File: src/rtl/fft_pkg.sv
// Shared constants and state encoding for the FFT host port and its row buffer.
package fft_pkg;

   localparam int NBANKS = 8;
   localparam int ROWW   = 3;
   localparam int COLW   = 3;
   localparam int DW     = 32;
   localparam int BUSW   = NBANKS * DW;

   typedef enum logic [2:0] {
      ST_IDLE,
      ST_LOAD,
      ST_WRITE,
      ST_START,
      ST_WAIT,
      ST_RD_ADDR,
      ST_RD_CAP,
      ST_DRAIN
   } state_t;

endpackage

File: src/rtl/fft_host_port_if.sv
// Stream, FFT-core handshake and 8-bank memory signals of the host port.
interface fft_host_port_if;
   import fft_pkg::*;

   logic [DW-1:0]   s_data;
   logic            s_valid;
   logic            s_ready;
   logic [DW-1:0]   m_data;
   logic            m_valid;
   logic            m_ready;
   logic            m_last;
   logic            en_fft;
   logic            done_fft;
   logic            mem_sel;
   logic            memwrite_en;
   logic [ROWW-1:0] mem_wr_addr;
   logic [ROWW-1:0] mem_rd_addr;
   logic [BUSW-1:0] wr_data;
   logic [BUSW-1:0] rd_data;
   logic            busy;
   logic            err_timeout;

   modport master (
      input  s_data, s_valid, m_ready, done_fft, rd_data,
      output s_ready, m_data, m_valid, m_last, en_fft, mem_sel,
             memwrite_en, mem_wr_addr, mem_rd_addr, wr_data, busy, err_timeout
   );

   modport slave (
      output s_data, s_valid, m_ready, done_fft, rd_data,
      input  s_ready, m_data, m_valid, m_last, en_fft, mem_sel,
             memwrite_en, mem_wr_addr, mem_rd_addr, wr_data, busy, err_timeout
   );

endinterface

File: src/rtl/fft_row_buffer.sv
// Eight-word row register: one word per bank, filled word-by-word or as a whole row.
module fft_row_buffer
   import fft_pkg::*;
(
   input  logic            clk,
   input  logic            word_we,
   input  logic [COLW-1:0] col,
   input  logic [DW-1:0]   word_in,
   input  logic            row_we,
   input  logic [BUSW-1:0] row_in,
   output logic [DW-1:0]   word_out,
   output logic [BUSW-1:0] row_out
);

   logic [DW-1:0] words [NBANKS];

   // Datapath only; contents are meaningless until written, so no reset.
   always_ff @(posedge clk) begin
      if (row_we) begin
         for (int k = 0; k < NBANKS; k++) begin
            words[k] <= row_in[k*DW +: DW];
         end
      end else if (word_we) begin
         words[col] <= word_in;
      end
   end

   assign word_out = words[col];

   always_comb begin
      row_out = '0;
      for (int k = 0; k < NBANKS; k++) begin
         row_out[k*DW +: DW] = words[k];
      end
   end

endmodule

File: src/rtl/fft_host_port.sv
// Host side of the 64-point FFT core: packs input rows into the banks, starts the
// core, waits for completion (with timeout) and streams the results back out.
module fft_host_port
   import fft_pkg::*;
#(
   parameter int NPTS    = 64,
   parameter int TIMEOUT = 255
) (
   input  logic            clk,
   input  logic            rst_n,
   fft_host_port_if.master bus
);

   localparam int              CNTW     = $clog2(TIMEOUT + 1);
   localparam logic [ROWW-1:0] LAST_ROW = ROWW'(NPTS / NBANKS - 1);
   localparam logic [COLW-1:0] LAST_COL = COLW'(NBANKS - 1);
   localparam logic [CNTW-1:0] EXPIRE   = CNTW'(TIMEOUT - 1);

   state_t          state;
   logic [ROWW-1:0] row;
   logic [COLW-1:0] col;
   logic [CNTW-1:0] cnt;
   logic            load_rdy;
   logic            out_vld;
   logic            start_pls;
   logic            own_mem;
   logic            wr_stb;
   logic            err_flag;

   logic            take;
   logic            give;
   logic [DW-1:0]   word_out;
   logic [BUSW-1:0] row_out;

   assign take = bus.s_valid & load_rdy;
   assign give = out_vld & bus.m_ready;

   fft_row_buffer u_row_buffer (
      .clk      (clk),
      .word_we  (take),
      .col      (col),
      .word_in  (bus.s_data),
      .row_we   (state == ST_RD_CAP),
      .row_in   (bus.rd_data),
      .word_out (word_out),
      .row_out  (row_out)
   );

   // cnt holds the number of cycles since the en_fft cycle while the core owns memory.
   always_ff @(posedge clk or negedge rst_n) begin
      if (!rst_n) begin
         state     <= ST_IDLE;
         row       <= '0;
         col       <= '0;
         cnt       <= '0;
         load_rdy  <= 1'b1;
         out_vld   <= 1'b0;
         start_pls <= 1'b0;
         own_mem   <= 1'b1;
         wr_stb    <= 1'b0;
         err_flag  <= 1'b0;
      end else begin
         start_pls <= 1'b0;
         wr_stb    <= 1'b0;
         case (state)
            ST_IDLE, ST_LOAD: begin
               if (take) begin
                  err_flag <= 1'b0;
                  col      <= col + 1'b1;
                  state    <= ST_LOAD;
                  if (col == LAST_COL) begin
                     state    <= ST_WRITE;
                     load_rdy <= 1'b0;
                     wr_stb   <= 1'b1;
                  end
               end
            end
            ST_WRITE: begin
               row <= row + 1'b1;
               if (row == LAST_ROW) begin
                  state     <= ST_START;
                  start_pls <= 1'b1;
                  own_mem   <= 1'b0;
                  cnt       <= '0;
               end else begin
                  state    <= ST_LOAD;
                  load_rdy <= 1'b1;
               end
            end
            ST_START: begin
               cnt   <= cnt + 1'b1;
               state <= ST_WAIT;
            end
            ST_WAIT: begin
               cnt <= cnt + 1'b1;
               // A completion in the expiry cycle still counts as success.
               if (bus.done_fft) begin
                  state   <= ST_RD_ADDR;
                  own_mem <= 1'b1;
                  row     <= '0;
               end else if (cnt == EXPIRE) begin
                  state    <= ST_IDLE;
                  own_mem  <= 1'b1;
                  err_flag <= 1'b1;
                  load_rdy <= 1'b1;
               end
            end
            ST_RD_ADDR: begin
               state <= ST_RD_CAP;
            end
            ST_RD_CAP: begin
               col     <= '0;
               out_vld <= 1'b1;
               state   <= ST_DRAIN;
            end
            ST_DRAIN: begin
               if (give) begin
                  col <= col + 1'b1;
                  if (col == LAST_COL) begin
                     out_vld <= 1'b0;
                     if (row == LAST_ROW) begin
                        state    <= ST_IDLE;
                        row      <= '0;
                        load_rdy <= 1'b1;
                     end else begin
                        row   <= row + 1'b1;
                        state <= ST_RD_ADDR;
                     end
                  end
               end
            end
            default: begin
               state <= ST_IDLE;
            end
         endcase
      end
   end

   assign bus.s_ready     = load_rdy;
   assign bus.m_valid     = out_vld;
   assign bus.m_data      = word_out;
   assign bus.m_last      = out_vld & (row == LAST_ROW) & (col == LAST_COL);
   assign bus.en_fft      = start_pls;
   assign bus.mem_sel     = own_mem;
   assign bus.memwrite_en = wr_stb;
   assign bus.mem_wr_addr = row;
   assign bus.mem_rd_addr = row;
   assign bus.wr_data     = row_out;
   assign bus.busy        = (state != ST_IDLE);
   assign bus.err_timeout = err_flag;

endmodule

File: src/flat_wrapper.sv
// flat-port wrapper written by rule: the top's interface ports become plain ports
module fft_host_port_flat import fft_pkg::*;
#(
   parameter int NPTS    = 64,
   parameter int TIMEOUT = 255
)
  (clk, rst_n, bus_s_data, bus_s_valid, bus_m_ready, bus_done_fft, bus_rd_data, bus_s_ready, bus_m_data, bus_m_valid, bus_m_last, bus_en_fft, bus_mem_sel, bus_memwrite_en, bus_mem_wr_addr, bus_mem_rd_addr, bus_wr_data, bus_busy, bus_err_timeout);
  fft_host_port_if bus_i ();
  input  logic clk;
  input  logic rst_n;
  input wire logic [$bits(bus_i.s_data)-1:0] bus_s_data;
  input wire logic [$bits(bus_i.s_valid)-1:0] bus_s_valid;
  input wire logic [$bits(bus_i.m_ready)-1:0] bus_m_ready;
  input wire logic [$bits(bus_i.done_fft)-1:0] bus_done_fft;
  input wire logic [$bits(bus_i.rd_data)-1:0] bus_rd_data;
  output wire logic [$bits(bus_i.s_ready)-1:0] bus_s_ready;
  output wire logic [$bits(bus_i.m_data)-1:0] bus_m_data;
  output wire logic [$bits(bus_i.m_valid)-1:0] bus_m_valid;
  output wire logic [$bits(bus_i.m_last)-1:0] bus_m_last;
  output wire logic [$bits(bus_i.en_fft)-1:0] bus_en_fft;
  output wire logic [$bits(bus_i.mem_sel)-1:0] bus_mem_sel;
  output wire logic [$bits(bus_i.memwrite_en)-1:0] bus_memwrite_en;
  output wire logic [$bits(bus_i.mem_wr_addr)-1:0] bus_mem_wr_addr;
  output wire logic [$bits(bus_i.mem_rd_addr)-1:0] bus_mem_rd_addr;
  output wire logic [$bits(bus_i.wr_data)-1:0] bus_wr_data;
  output wire logic [$bits(bus_i.busy)-1:0] bus_busy;
  output wire logic [$bits(bus_i.err_timeout)-1:0] bus_err_timeout;
  assign bus_i.s_data = bus_s_data;
  assign bus_i.s_valid = bus_s_valid;
  assign bus_i.m_ready = bus_m_ready;
  assign bus_i.done_fft = bus_done_fft;
  assign bus_i.rd_data = bus_rd_data;
  assign bus_s_ready = bus_i.s_ready;
  assign bus_m_data = bus_i.m_data;
  assign bus_m_valid = bus_i.m_valid;
  assign bus_m_last = bus_i.m_last;
  assign bus_en_fft = bus_i.en_fft;
  assign bus_mem_sel = bus_i.mem_sel;
  assign bus_memwrite_en = bus_i.memwrite_en;
  assign bus_mem_wr_addr = bus_i.mem_wr_addr;
  assign bus_mem_rd_addr = bus_i.mem_rd_addr;
  assign bus_wr_data = bus_i.wr_data;
  assign bus_busy = bus_i.busy;
  assign bus_err_timeout = bus_i.err_timeout;
  fft_host_port #(.NPTS(NPTS), .TIMEOUT(TIMEOUT)) u_core (.clk(clk), .rst_n(rst_n), .bus(bus_i));
endmodule
File: config.mk
export PLATFORM = sky130hd
export DESIGN_NAME = fft_host_port_flat
export DESIGN_NICKNAME = d
export VERILOG_FILES = /design/src/rtl/fft_pkg.sv /design/src/rtl/fft_host_port_if.sv /design/src/rtl/fft_row_buffer.sv /design/src/rtl/fft_host_port.sv /design/src/flat_wrapper.sv
export SDC_FILE = /design/constraint.sdc
export NUM_CORES = 1
export LEC_CHECK = 0
export ABC_AREA = 1
export CORE_AREA = 2 2 229 231
export CTS_CLUSTER_DIAMETER = 30
export DETAILED_ROUTE_END_ITERATION = 10
export DIE_AREA = 0 0 231 233
export GPL_ROUTABILITY_DRIVEN = 0
export SYNTH_ARGS = -nofsm -noshare
export SYNTH_HDL_FRONTEND = slang
export SYNTH_SLANG_ARGS = --single-unit
File: constraint.sdc
create_clock -name clk -period 2.27 [get_ports clk]
set_input_delay 0.454 -clock clk [delete_from_list [all_inputs] [get_ports clk]]
set_output_delay 0.454 -clock clk [all_outputs]
set_load 0.005 [all_outputs]
### Word-level counts from Yosys, hierarchy flattened

Memory sizes are Yosys's and may differ from the RTL's.
Index checks and enable logic that the tools add are counted.

* equal/unequal tests: 21
* bitwise operators: 4
* multiply operators: 0
* reductions and logical operators: 20
* mux-type cells: 48
* order comparisons: 0
* add/subtract/negate cells: 3
* shift-type cells: 0
* divide/modulo/power cells: 0

Operators by type and width (number)
* 3-bit two-way mux: 13
* 32-bit two-way mux: 1
* 32-bit OR reduction: 1
* 1-bit two-way mux: 23
* 3-bit one-hot mux with 7 select lines: 1
* 3-bit == test (second input constant): 6
* 3-bit one-hot mux with 3 select lines: 2
* 8-bit one-hot mux with 2 select lines: 1
* 2-bit by 1-bit != test with 1-bit output (second input constant): 7
* 4-bit AND reduction: 3
* 3-bit AND reduction: 3
* 9-bit AND reduction: 1
* 3-bit nonzero test: 3
* 8-bit by 1-bit adder with 8-bit output (second input constant): 1
* 8-bit == test (second input constant): 1
* 8-bit two-way mux: 1
* 2-bit nonzero test: 4
* 3-bit by 1-bit adder with 3-bit output (second input constant): 2
* 3-bit by 2-bit == test with 1-bit output (second input constant): 2
* 2-bit != test (second input constant): 3
* 1-bit one-hot mux with 2 select lines: 3
* 1-bit AND: 4
* 2-bit two-way mux: 2
* 1-bit one-hot mux with 4 select lines: 1
* other kinds (6): 7

* ROM bits: 0
* logic and storage cells: 107
* memories: 1
* register bits: 23
* input bits: 293
* output and inout bits: 302
* latch bits: 0
* RAM bits: 256

Memory list
* u_core.u_row_buffer.words: words 8, bits a word 32, read ports 9, clocked after memory_dff 0, wr ports 8, line fft_row_buffer.sv:15 `logic [DW-1:0] words [NBANKS];`

### Depth between registers and ports, before layout

Gate-level depths: netlist (run 1).

* depth after elaboration: 6
* depth in mapped cells: 10
* mapped depth without buffers: 10

### Cells and area by module

Synthesis (run 1) repeated with hierarchy kept, for this count alone.

* cell total of the unflattened synthesis: 2180
* area total of the unflattened synthesis: 15930.3 um2

By module, submodules not included
* fft_row_buffer: cells an instance 1990, instances 1, area each 14547.7 um2, seq. area each 7687.4 um2
* fft_host_port: cells an instance 190, instances 1, area each 1382.6 um2, seq. area each 578.1 um2

### Worst setup path before layout (run 1)

OpenSTA, ideal clock, no wires.

* kind: reg2reg
* start point: register u_core.load_rdy, in the netlist u_core.bus.s_ready
* end point: memory u_core.u_row_buffer.words[7][0] (enable)
* period minus slack after synthesis: 2.265 ns
* path buffers: 1
* library setup time: 0.389 ns
* cell stages (with the launch flop): 8
* setup slack: 0.005 ns
* arrival: 1.876 ns
* path through: dfstp_2 -> nand2_1 -> inv_1 -> nand2_1 -> inv_1 -> nand3_2 -> clkbuf_1 -> nand2_1

RTL lines
* start: declaration: line fft_host_port.sv:23 `logic load_rdy;`
* start signal: assignment: line fft_host_port.sv:56 `load_rdy <= 1'b1;`
* start signal: assignment: line fft_host_port.sv:73 `load_rdy <= 1'b0;`
* start signal: assignment: line fft_host_port.sv:87 `load_rdy <= 1'b1;`
* end: declaration: line fft_row_buffer.sv:15

### Worst setup path in the final report (run 1)

* start point: register u_core.col[0]
* end point: output port bus_m_data[12]

* word-level cells in the longest chain between the ends: 1

RTL lines
* start: declaration: line fft_host_port.sv:21 `logic [COLW-1:0] col;`
* start signal: assignment: line fft_host_port.sv:69 `col <= col + 1'b1;`
* start signal: assignment: line fft_host_port.sv:118 `col <= col + 1'b1;`
* memory read 8 x 32 bit
* end: declaration: line flat_wrapper.sv:17 `output wire logic [$bits(bus_i.m_data)-1:0] bus_m_data;`

Every way passes these cells.

==> results of run 1 <==
## worst max-delay path, stage by stage (launching register included)
cell	delay [ps]
dfrtp_4	540
inv_8	80
nor3_4	230
buf_6	180
buf_12	130
buf_6	90
a21oi_2	40
o211ai_1	160
buf_2	180
## cell usage after synthesis (2+ instances only)
library cell | instances | share of area (%)
a21oi_1 | 36 | 1.3
buf_2 | 30 | 1.1
buf_4 | 11 | 0.60
buf_6 | 28 | 2.3
clkbuf_1 | 28 | 0.76
dfrtp_1 | 21 | 3.8
dfstp_2 | 2 | 0.38
edfxtp_1 | 256 | 55
ha_1 | 6 | 0.54
inv_1 | 59 | 1.6
inv_2 | 6 | 0.16
nand2_1 | 367 | 9.9
nand2_2 | 2 | 0.090
nand3_1 | 33 | 1.2
nand3_2 | 3 | 0.22
nand4_1 | 4 | 0.18
nor2_1 | 116 | 3.1
nor3_4 | 2 | 0.23
o211ai_1 | 17 | 0.92
o21a_1 | 32 | 1.7
o21ai_0 | 209 | 7.5
o21ai_1 | 172 | 6.2
o21ai_2 | 2 | 0.13
## how the worst max path moves through the flow
stage          cells after the start                            from  slack, ps                                        end
2_1_floorplan                      7  u_core.bus.s_ready$_DFFE_PN1P_          5  u_core.u_row_buffer.words[7][0]$_DFFE_PP_
3_3_place_gp                       8       u_core.col[0]$_DFFE_PN0P_       -150                             bus_m_data[12]
3_5_place_dp                       7       u_core.col[2]$_DFFE_PN0P_       -190                             bus_m_data[16]
4_1_cts                            9       u_core.col[0]$_DFFE_PN0P_       -540                              bus_m_data[5]
5_1_grt                            8       u_core.col[0]$_DFFE_PN0P_       -530                             bus_m_data[12]
6_report                           8       u_core.col[0]$_DFFE_PN0P_       -400                             bus_m_data[12]
## per-layer routing
metal / GRT usage, % / vias up / share of wire [%]
met1: 28.3 / 6991 / 36
li1: - / 6545 / -
met5: 0 / - / 0.018
met3: 7.16 / 160 / 9.9
met2: 44.0 / 990 / 50
met4: 9.96 / 2 / 3.3
## flip-flops by register name (all words and copies together), names as in the netlist
name / count
u_core.bus.mem_rd_addr: 3
u_core.bus.m_valid: 1
u_core.bus.en_fft: 1
u_core.bus.s_ready: 1
u_core.u_row_buffer.words: 256
u_core.state: 3
u_core.cnt: 8
u_core.bus.err_timeout: 1
u_core.bus.mem_sel: 1
u_core.bus.memwrite_en: 1
u_core.col: 3
## power groups by stage
stage / clock (mW) / sequential, mW / combinational [mW]
2_1_floorplan: 0 / 6.64 / 3.12
3_3_place_gp: 0 / 6.72 / 7.67
3_5_place_dp: 0 / 6.73 / 7.73
4_1_cts: 10.6 / 6.66 / 8.86
5_1_grt: 10.9 / 6.74 / 10.1
6_report: 10.5 / 6.70 / 9.45
## cells by family (layout without fill, tap and decap cells)
group           Yosys count  after routing  share of synthesized area (%)
compound gates          474            474                           18.2
fa+ha+maj                 6              6                          0.541
buf+inv                 163            927                           6.50
flops                   279            279                           59.6
mux                       1              1                         0.0722
simple gates            530            530                           15.1
## cell type report
class                   instances  area (um2)  share of cell area (%)
well taps                     680         851                    3.43
repair buffers                728        7790                    31.4
flip-flops and latches        279        8270                    33.3
inverters                      65         268                    1.08
clock buffers                  87        1960                    7.91
multi-input cells            1011        5120                    20.6
clock inverters                47         549                    2.21
## what timing repair did
action	4_1_cts	5_1_grt
buffers inserted	30	14
endpoints found under the setup margin	33	72
pin swaps	9	20
cloned	6	9
gates resized for setup	154	145
## layout by cell type, fill, tap and decap left out, types with 4 or more instances in the layout
| cell | synthesis | routed |
|---|---|---|
| nand2_1 | 367 | 339 |
| o21ai_0 | 209 | 196 |
| nor2_4 | 1 | 7 |
| clkbuf_1 | 28 | 9 |
| o21a_1 | 32 | 32 |
| buf_4 | 11 | 46 |
| nand3_4 | 0 | 5 |
| a21oi_2 | 0 | 18 |
| inv_2 | 6 | 6 |
| nand3_1 | 33 | 28 |
| clkbuf_16 | 0 | 83 |
| ha_1 | 6 | 4 |
| nand2_4 | 0 | 6 |
| dfrtp_1 | 21 | 16 |
| bufinv_16 | 0 | 11 |
| clkdlybuf4s50_1 | 0 | 561 |
| clkinv_4 | 0 | 4 |
| clkinv_2 | 0 | 13 |
| o21ai_1 | 172 | 164 |
| o21ai_2 | 2 | 23 |
| edfxtp_1 | 256 | 256 |
| a21oi_1 | 36 | 18 |
| nor2_1 | 116 | 103 |
| clkinv_1 | 0 | 9 |
| buf_2 | 30 | 28 |
| clkinvlp_4 | 0 | 9 |
| inv_1 | 59 | 54 |
| dfrtp_2 | 0 | 4 |
| o211ai_1 | 17 | 17 |
| nor2_2 | 1 | 8 |
| buf_12 | 0 | 52 |
| nand4_1 | 4 | 4 |
| nand2_2 | 2 | 23 |
| buf_6 | 28 | 20 |
| buf_8 | 0 | 5 |
==> run_results.csv, run 1 <==
group,metric,value,unit
placed_design,dp.cells,2715,
global_route,grtUsageTotal,24.9,%
floorplanning,ioPinCount,595,
floorplanning,start_util,27.2,%
floorplanning,rows,83,
critical_path,end_kind,"output pin",
finish,fill_cells,4701,
critical_path,worstSetupStartpointType,"flip-flop",
synth,synth.net_count,1752,
synth,synthCells,1453,
finish,layout-drive-gt1-share,18.0,%
sta,setup_tns,-10790,ps
clock_tree,postCtsHoldBufs,0,
floorplanning,core_area,51100,um2
run_status,outcome,"finished with violations",
clock_tree,cts_tree,"yes",
global_route,first_global_vias,14700,
finish,final_area,24800,um2
synth,ys.flop_type,"edfxtp_1",
clock_tree,cts_max_path_buffers,3,
synth,ys_ff_latch,279,
pwr,seq_power_share,25.1,%
detailed_routing,drt_pre_antenna_iters,5,
synth,syn_area_per_cell,9.55,um2
detailed_routing,wl,71.4,mm
detailed_routing,ant_nets,0,
critical_path,worst-setup-path-type,"reg -> out",
sta,rsz0062_at_grt,"true",
synth,synth_warnings,0,
clock_tree,clkTransAtPathRegs,40,ps
critical_path,reg2regPathDepth,12,
pwr,p_comb_share,35.4,%
sta,worst_pin_slew,562,ps
critical_path,arrival,2220,ps
detailed_routing,routed-via-count,14700,
synth,ys_seq_area_share,59.6,%
sta,skew,20.4,ps
floorplanning,fp.dieW,231,um
finish,finalNonFillerCells,2897,
global_route,grt_pass1_wl,97.0,mm
clock_tree,insertion_delay,580,ps
finish,utilization,48.6,%
clock_tree,root_buffer,"clkbuf_16",
critical_path,rr_endpoint,"u_core.u_row_buffer.words[0][9]$_DFFE_PP_",
global_route,antenna_found_initial,1,
clock_tree,numCtsBuffers,74,
hold_path,min_path_type,"in -> async",
critical_path,rr_startpoint,"u_core.col[1]$_DFFE_PN0P_",
detailed_routing,drt_iter0_drc,1305,
placed_design,placed_cell_area,21300,um2
run_status,violations,"negative setup slack",
synth,synth-edff-count,256,
sta,layout_min_cycle_time,2670,ps
synth,synthesis.area,13900,um2
floorplanning,fp.dieArea,53800,um2
sta,drv_slew,0,
clock_tree,clock_sinks,279,
finish,layout.nets,2458,
sta,hold_viol,0,
placed_design,portBuffers,594,
critical_path,cp.required,1820,ps
finish,syn_to_final_growth,78.9,%
sta,hold_slack,248,ps
pwr,power.internal,18.1,mW
critical_path,reg2reg_slack,-20,ps
synth,async_flop_share,8.24,%
floorplanning,die_y,233,um
pwr,p_sw_share,32.2,%
run,drv_cap,0,
sta,setup_viol,40,
pwr,p_clk_share,39.5,%
detailed_routing,wl_per_cell,24.6,um
pwr,ir_drop,680,uV
sta,finalCritPeriodShare,118,%
pwr,powerDensity,1080,nW/um2
sta,worst_slew_margin_rel,62.5,%
pwr,p_leak,9.89,nW
placed_design,preCtsSetupSlack,-187,ps
critical_path,path_max_fanout,7,
synth,synth_cell_types,34,
detailed_routing,via_per_inst,5.07,
finish,num_antenna_cells,0,
placed_design,post-dp-hpwl,48.9,mm
pwr,power.switching,8.59,mW
sta,fmax,0.375,GHz
global_route,grt_max_degree,41,
clock_tree,htreeDepth,3,
detailed_routing,drc,0,
global_route,grt-ovfl-total,0,
pwr,total_power,26.7,mW
sta,worst_slack,-400,ps
No activity file was read; power rests on OpenSTA's default activity.
==> inputs of run 2 (changes only) <==
--- a/config.mk
+++ b/config.mk
@@ -6,10 +6,11 @@
 export NUM_CORES = 1
 export LEC_CHECK = 0
 export ABC_AREA = 1
-export CORE_AREA = 2 2 229 231
+export CORE_AREA = 2 2 231 233
 export CTS_CLUSTER_DIAMETER = 30
 export DETAILED_ROUTE_END_ITERATION = 10
-export DIE_AREA = 0 0 231 233
+export DIE_AREA = 0 0 233 235
+export DONT_BUFFER_PORTS = 1
 export GPL_ROUTABILITY_DRIVEN = 0
 export SYNTH_ARGS = -nofsm -noshare
 export SYNTH_HDL_FRONTEND = slang
==> run_results.csv, run 2 (same netlist as run 1, synthesis figures left out) <==
group,metric,value,unit
global_route,first_global_vias,12200,
clock_tree,insertion_delay,600,ps
run_status,violations,"negative setup slack",
global_route,antenna_found_initial,4,
global_route,grtUsageTotal,22.5,%
clock_tree,clkTransAtPathRegs,50,ps
clock_tree,root_buffer,"clkbuf_16",
critical_path,worst-setup-path-type,"reg -> out",
floorplanning,start_util,26.6,%
critical_path,path_max_fanout,13,
finish,largest_register,"u_core.u_row_buffer.words",
sta,drv_slew,0,
floorplanning,rows,84,
sta,worst_pin_slew,569,ps
critical_path,end_kind,"output pin",
run,drv_cap,0,
placed_design,portBuffers,0,
sta,skew,26.5,ps
sta,hold_viol,0,
global_route,grt_max_degree,49,
sta,setup_tns,-6930,ps
floorplanning,die_y,235,um
finish,seqCellArea,8270,um2
hold_path,min_path_type,"in -> reg",
sta,worst_slack,-304,ps
detailed_routing,via_per_inst,5.45,
global_route,grt_pass1_wl,88.2,mm
clock_tree,cts_max_path_buffers,3,
clock_tree,htreeDepth,3,
finish,layout_common_cells,"nand2_1 (336), edfxtp_1 (256), o21ai_0 (188), o21ai_1 (178), nor2_1 (110)",
critical_path,arrival,2120,ps
sta,layout_min_cycle_time,2570,ps
critical_path,worstSetupStartpointType,"flip-flop",
detailed_routing,drc,0,
sta,hold_slack,56.0,ps
pwr,seq_power_share,27.9,%
pwr,power.switching,8.26,mW
pwr,p_clk_share,42.9,%
sta,finalCritPeriodShare,113,%
sta,setup_viol,33,
pwr,p_leak,7.26,nW
clock_tree,numCtsBuffers,70,
clock_tree,cts_tree,"yes",
floorplanning,fp.dieW,233,um
placed_design,post-dp-hpwl,44.1,mm
finish,final_common_cell,"nand2_1",
finish,reg.largest.list,"u_core.u_row_buffer.words: 256 flops, u_core.cnt: 8 flops",
finish,layout.nets,1823,
finish,syn_to_final_growth,32.5,%
pwr,p_comb_share,29.2,%
finish,fill_cells,5219,
floorplanning,core_area,52200,um2
detailed_routing,drt_iter0_drc,1093,
detailed_routing,routed-via-count,12400,
pwr,p_sw_share,33.8,%
floorplanning,ioPinCount,595,
global_route,grt-ovfl-total,0,
pwr,powerDensity,1330,nW/um2
clock_tree,clock_sinks,279,
finish,multi_input_area,5070,um2
pwr,ir_drop,774,uV
pwr,power.internal,16.2,mW
detailed_routing,ant_nets,0,
sta,fmax,0.388,GHz
detailed_routing,drt_pre_antenna_iters,6,
finish,layout-drive-gt1-share,19.6,%
finish,largest_reg_flops,256,
sta,worst_slew_margin_rel,62.1,%
detailed_routing,wl,65.4,mm
floorplanning,fp.dieArea,54800,um2
detailed_routing,wl_per_cell,28.8,um
critical_path,cp.required,1820,ps
sta,rsz0062_at_grt,"true",
run_status,outcome,"finished with violations",
[run 2: cell types whose count changed in the layout (fill, tap and decap cells not counted), sizes merged, moves of 2 or more]
cell	before	now
diode	0	4
clkinv	27	29
bufinv	11	14
buf	154	91
clkdlybuf4s50	561	0
clkinvlp	9	6
inv	65	68
clkbuf	97	80
[run 2: final cells by class]
cell class	count	area share, %
diodes	4	0.0544
inverters	65	1.41
multi-input cells	1011	27.6
flip-flops and latches	279	45.0
well taps	688	4.68
repair buffers	97	7.92
clock inverters	52	3.71
clock buffers	76	9.65
[run 2: layer usage]
metal | vias to the layer above | wire (um) | global-route usage [%]
met2 | 950 | 31400 | 37.1
li1 | 5266 | - | -
met4 | 0 | 3250 | 12.8
met5 | - | 0 | 0
met1 | 5964 | 22900 | 25.0
met3 | 193 | 7730 | 8.23
[run 2: worst max-delay path: stages (launching register included)]
cell	delay, ps
dfrtp_4	520
clkinv_8	100
buf_16	170
buf_16	170
o21ai_1	200
nand2_2	80
a21oi_2	100
o211ai_1	160
[run 2: through the flow]
stage | worst slack (ps) | utilization (%) | cells | instance area [um2] | power (mW)
global route | -377 | 35.2 | 2271 | 18400 | 25.3
finish | -304 | 35.2 | 2272 | 18400 | 24.4
floorplan | 4.86 | - | 1453 | 13900 | 9.75
CTS | -337 | 34.3 | 2253 | 17900 | 23.5
detailed placement | 144 | 28.7 | 2103 | 15000 | 12.1
global placement | 155 | 28.7 | 2103 | 15000 | 12.0
[run 2: worst paths after layout]
check                      cells after the start                      startpoint                                    endpoint  slack [ps]
max reg2reg                                    8       u_core.col[0]$_DFFE_PN0P_  u_core.u_row_buffer.words[6][25]$_DFFE_PP_         140
max                                            7       u_core.col[0]$_DFFE_PN0P_                              bus_m_data[19]        -300
max in group asynchronous                      2                           rst_n              u_core.bus.s_ready$_DFFE_PN1P_        1730
min in group asynchronous                      2                           rst_n          u_core.bus.err_timeout$_DFFE_PN0P_         320
min                                            2                bus_rd_data[179]  u_core.u_row_buffer.words[5][19]$_DFFE_PP_          60
min reg2reg                                    2  u_core.bus.s_ready$_DFFE_PN1P_              u_core.bus.s_ready$_DFFE_PN1P_         480
[run 2: power groups by stage]
stage               registers, mW  logic, mW  clock network [mW]
floorplan                    6.64       3.12                   0
global placement             6.85       5.18                   0
detailed placement           6.86       5.26                   0
CTS                          6.79       6.19                10.6
global route                 6.85       7.60                10.8
finish                       6.81       7.14                10.5
[run 2: repair_timing]
item / CTS / global route
buffers inserted: 16 / 12
gates resized for setup: 53 / 81
endpoints found under the setup margin: 33 / 33
gates cloned: 4 / 4
pin swaps: 6 / 12
hold buffers: 2 / 0
hold endpoints to repair: 23 / 0
==> inputs of run 3 (changes only) <==
--- a/config.mk
+++ b/config.mk
@@ -6,10 +6,10 @@
 export NUM_CORES = 1
 export LEC_CHECK = 0
 export ABC_AREA = 1
-export CORE_AREA = 2 2 231 233
+export CORE_AREA = 2 2 233 235
 export CTS_CLUSTER_DIAMETER = 30
 export DETAILED_ROUTE_END_ITERATION = 10
-export DIE_AREA = 0 0 233 235
+export DIE_AREA = 0 0 235 237
 export DONT_BUFFER_PORTS = 1
 export GPL_ROUTABILITY_DRIVEN = 0
 export SYNTH_ARGS = -nofsm -noshare
==> constraint.sdc (replaced) <==
create_clock -name clk -period 2.5 [get_ports clk]
set_input_delay 0.5 -clock clk [delete_from_list [all_inputs] [get_ports clk]]
set_output_delay 0.5 -clock clk [all_outputs]
set_load 0.005 [all_outputs]
==> run_results.csv, run 3 (same netlist as run 1, synthesis figures left out) <==
group,metric,value,unit
critical_path,worstSetupStartpointType,"flip-flop",
detailed_routing,drc,0,
critical_path,worst-setup-path-type,"reg -> out",
sta,worst_slack,-113,ps
critical_path,reg2regPathDepth,11,
sta,worst_slew_margin_rel,26.0,%
global_route,grtUsageTotal,21.1,%
sta,drv_slew,0,
sta,rsz0062_at_grt,"true",
global_route,grt-ovfl-total,0,
run_status,violations,"negative setup slack",
critical_path,rr_startpoint,"u_core.col[0]$_DFFE_PN0P_",
sta,setup_tns,-1320,ps
pwr,p_leak,7.10,nW
sta,setup_viol,25,
critical_path,startpoint,"u_core.col[0]$_DFFE_PN0P_",
global_route,first_global_vias,12200,
run,drv_cap,0,
global_route,antenna_found_initial,5,
placed_design,portBuffers,0,
pwr,powerDensity,1220,nW/um2
finish,utilization,33.8,%
clock_tree,cts_max_path_buffers,3,
floorplanning,core_area,53300,um2
critical_path,end_kind,"output pin",
placed_design,post-dp-hpwl,43.2,mm
finish,final_common_cell,"nand2_1",
critical_path,cp_slowest_stage_delay,560,ps
critical_path,path_max_fanout,22,
clock_tree,clock_sinks,279,
finish,layout-drive-gt1-share,17.0,%
detailed_routing,via_per_inst,5.44,
critical_path,path_cells,"inv_8 > buf_12 > o21ai_0 > o211ai_1",
detailed_routing,drt_pre_antenna_iters,6,
floorplanning,rows,85,
finish,syn_to_final_growth,29.8,%
hold_path,min_path_type,"in -> reg",
clock_tree,root_buffer,"clkbuf_16",
clock_tree,htreeDepth,3,
detailed_routing,wl,64.8,mm
finish,fill_cells,5370,
sta,skew,12.9,ps
floorplanning,fp.dieW,235,um
detailed_routing,ant_nets,0,
sta,hold_viol,0,
critical_path,rr_endpoint,"u_core.u_row_buffer.words[0][24]$_DFFE_PP_",
sta,finalCritPeriodShare,105,%
finish,reg.largest.list,"u_core.u_row_buffer.words: 256 flops, u_core.cnt: 8 flops",
clock_tree,numCtsBuffers,74,
hold_path,hold_depth,2,
pwr,ir_drop,697,uV
global_route,grt_pass1_wl,85.5,mm
floorplanning,fp.dieArea,55700,um2
floorplanning,start_util,26.0,%
critical_path,slowest_stage,"dfrtp_4",
global_route,grt_max_degree,65,
hold_path,min-delay-start,"bus_rd_data[175]",
run_status,outcome,"finished with violations",
detailed_routing,drt_iter0_drc,1085,
clock_tree,clkTransAtPathRegs,50,ps
clock_tree,cts_tree,"yes",
finish,layout.nets,1807,
finish,largest_reg_flops,256,
sta,fmax,0.383,GHz
floorplanning,die_y,237,um
sta,worst_pin_slew,1110,ps
placed_design,preCtsSetupSlack,221,ps
hold_path,holdPathEnd,"u_core.u_row_buffer.words[5][15]$_DFFE_PP_",
critical_path,arrival,2110,ps
sta,hold_slack,110,ps
finish,largest_register,"u_core.u_row_buffer.words",
finish,layout_common_cells,"nand2_1 (350), edfxtp_1 (256), o21ai_0 (194), o21ai_1 (175), nor2_1 (114)",
sta,layout_min_cycle_time,2610,ps
clock_tree,insertion_delay,590,ps
floorplanning,ioPinCount,595,
detailed_routing,wl_per_cell,28.6,um
critical_path,cp.required,2000,ps
critical_path,reg2reg_slack,110,ps
detailed_routing,routed-via-count,12300,
## run 3: cell count changes in the layout (fill, tap and decap cells not counted), moves of 5 or more
| cell | previous run | this run |
|---|---|---|
| a21oi_2 | 15 | 10 |
| buf_12 | 35 | 29 |
| o21ai_0 | 188 | 194 |
| buf_16 | 7 | 2 |
| a21oi_1 | 19 | 26 |
| buf_4 | 37 | 31 |
| nand2_1 | 336 | 350 |
| nand2_2 | 26 | 13 |
| clkbuf_16 | 74 | 84 |
| bufinv_16 | 14 | 9 |
## run 3: critical path, delay by kind of cell, from the launching register on
kind / cells / cell delay (ps)
AO/OA/AOI/OAI: 2 / 600
flip-flops: 1 / 560
buffers and inverters: 2 / 350
## run 3: area by class of cell
class                      instances  area, um2  area share (%)
timing repair buffer              77       1140            6.31
multi-input combinational       1011       4950            27.5
inverter                          65        262            1.45
clock inverter                    48        515            2.86
tap                              696        871            4.84
antenna                            4       10.0          0.0556
clock buffer                      86       1990            11.1
sequential                       279       8270            45.9
## run 3: worst max-delay path by stage
stage,endpoint,slack (ps)
detailed placement,u_core.u_row_buffer.words[4][19]$_DFFE_PP_,220
finish,bus_m_data[12],-110
global route,bus_m_data[24],-220
floorplan,u_core.u_row_buffer.words[7][0]$_DFFE_PP_,220
CTS,bus_m_data[19],-130
global placement,u_core.u_row_buffer.words[4][20]$_DFFE_PP_,210
## run 3: report_power, final
group          switching (mW)  internal (mW)
Clock                    2.92           6.57
Sequential              0.531           5.69
Combinational            4.01           2.22
Total                    7.46           14.5
## run 3: routing by layer
metal / vias up / track usage [%] / routed length, um
met5: - / 0 / 0
met4: 0 / 12.5 / 3690
met3: 198 / 7.58 / 7860
met2: 990 / 34.3 / 30600
met1: 5902 / 23.8 / 22600
li1: 5237 / - / -
## run 3: timing repair
| item | in CTS | in global routing |
|---|---|---|
| setup endpoints to repair | 33 | 33 |
| cloned | 2 | 9 |
| endpoints found under the hold margin | 23 | 0 |
| setup buffers | 9 | 13 |
| hold buffers | 1 | 0 |
| resized for setup | 37 | 52 |
| pin swaps | 11 | 11 |
## run 3: per-stage QoR
stage | instance area [um2] | std cells | total power, mW
final | 18000 | 2266 | 21.9
after global routing | 18000 | 2266 | 22.8
after CTS | 17600 | 2242 | 20.9
after detailed placement | 14800 | 2096 | 10.9
after global placement | 14800 | 2096 | 10.8
after floorplan | 13900 | 1453 | 8.86
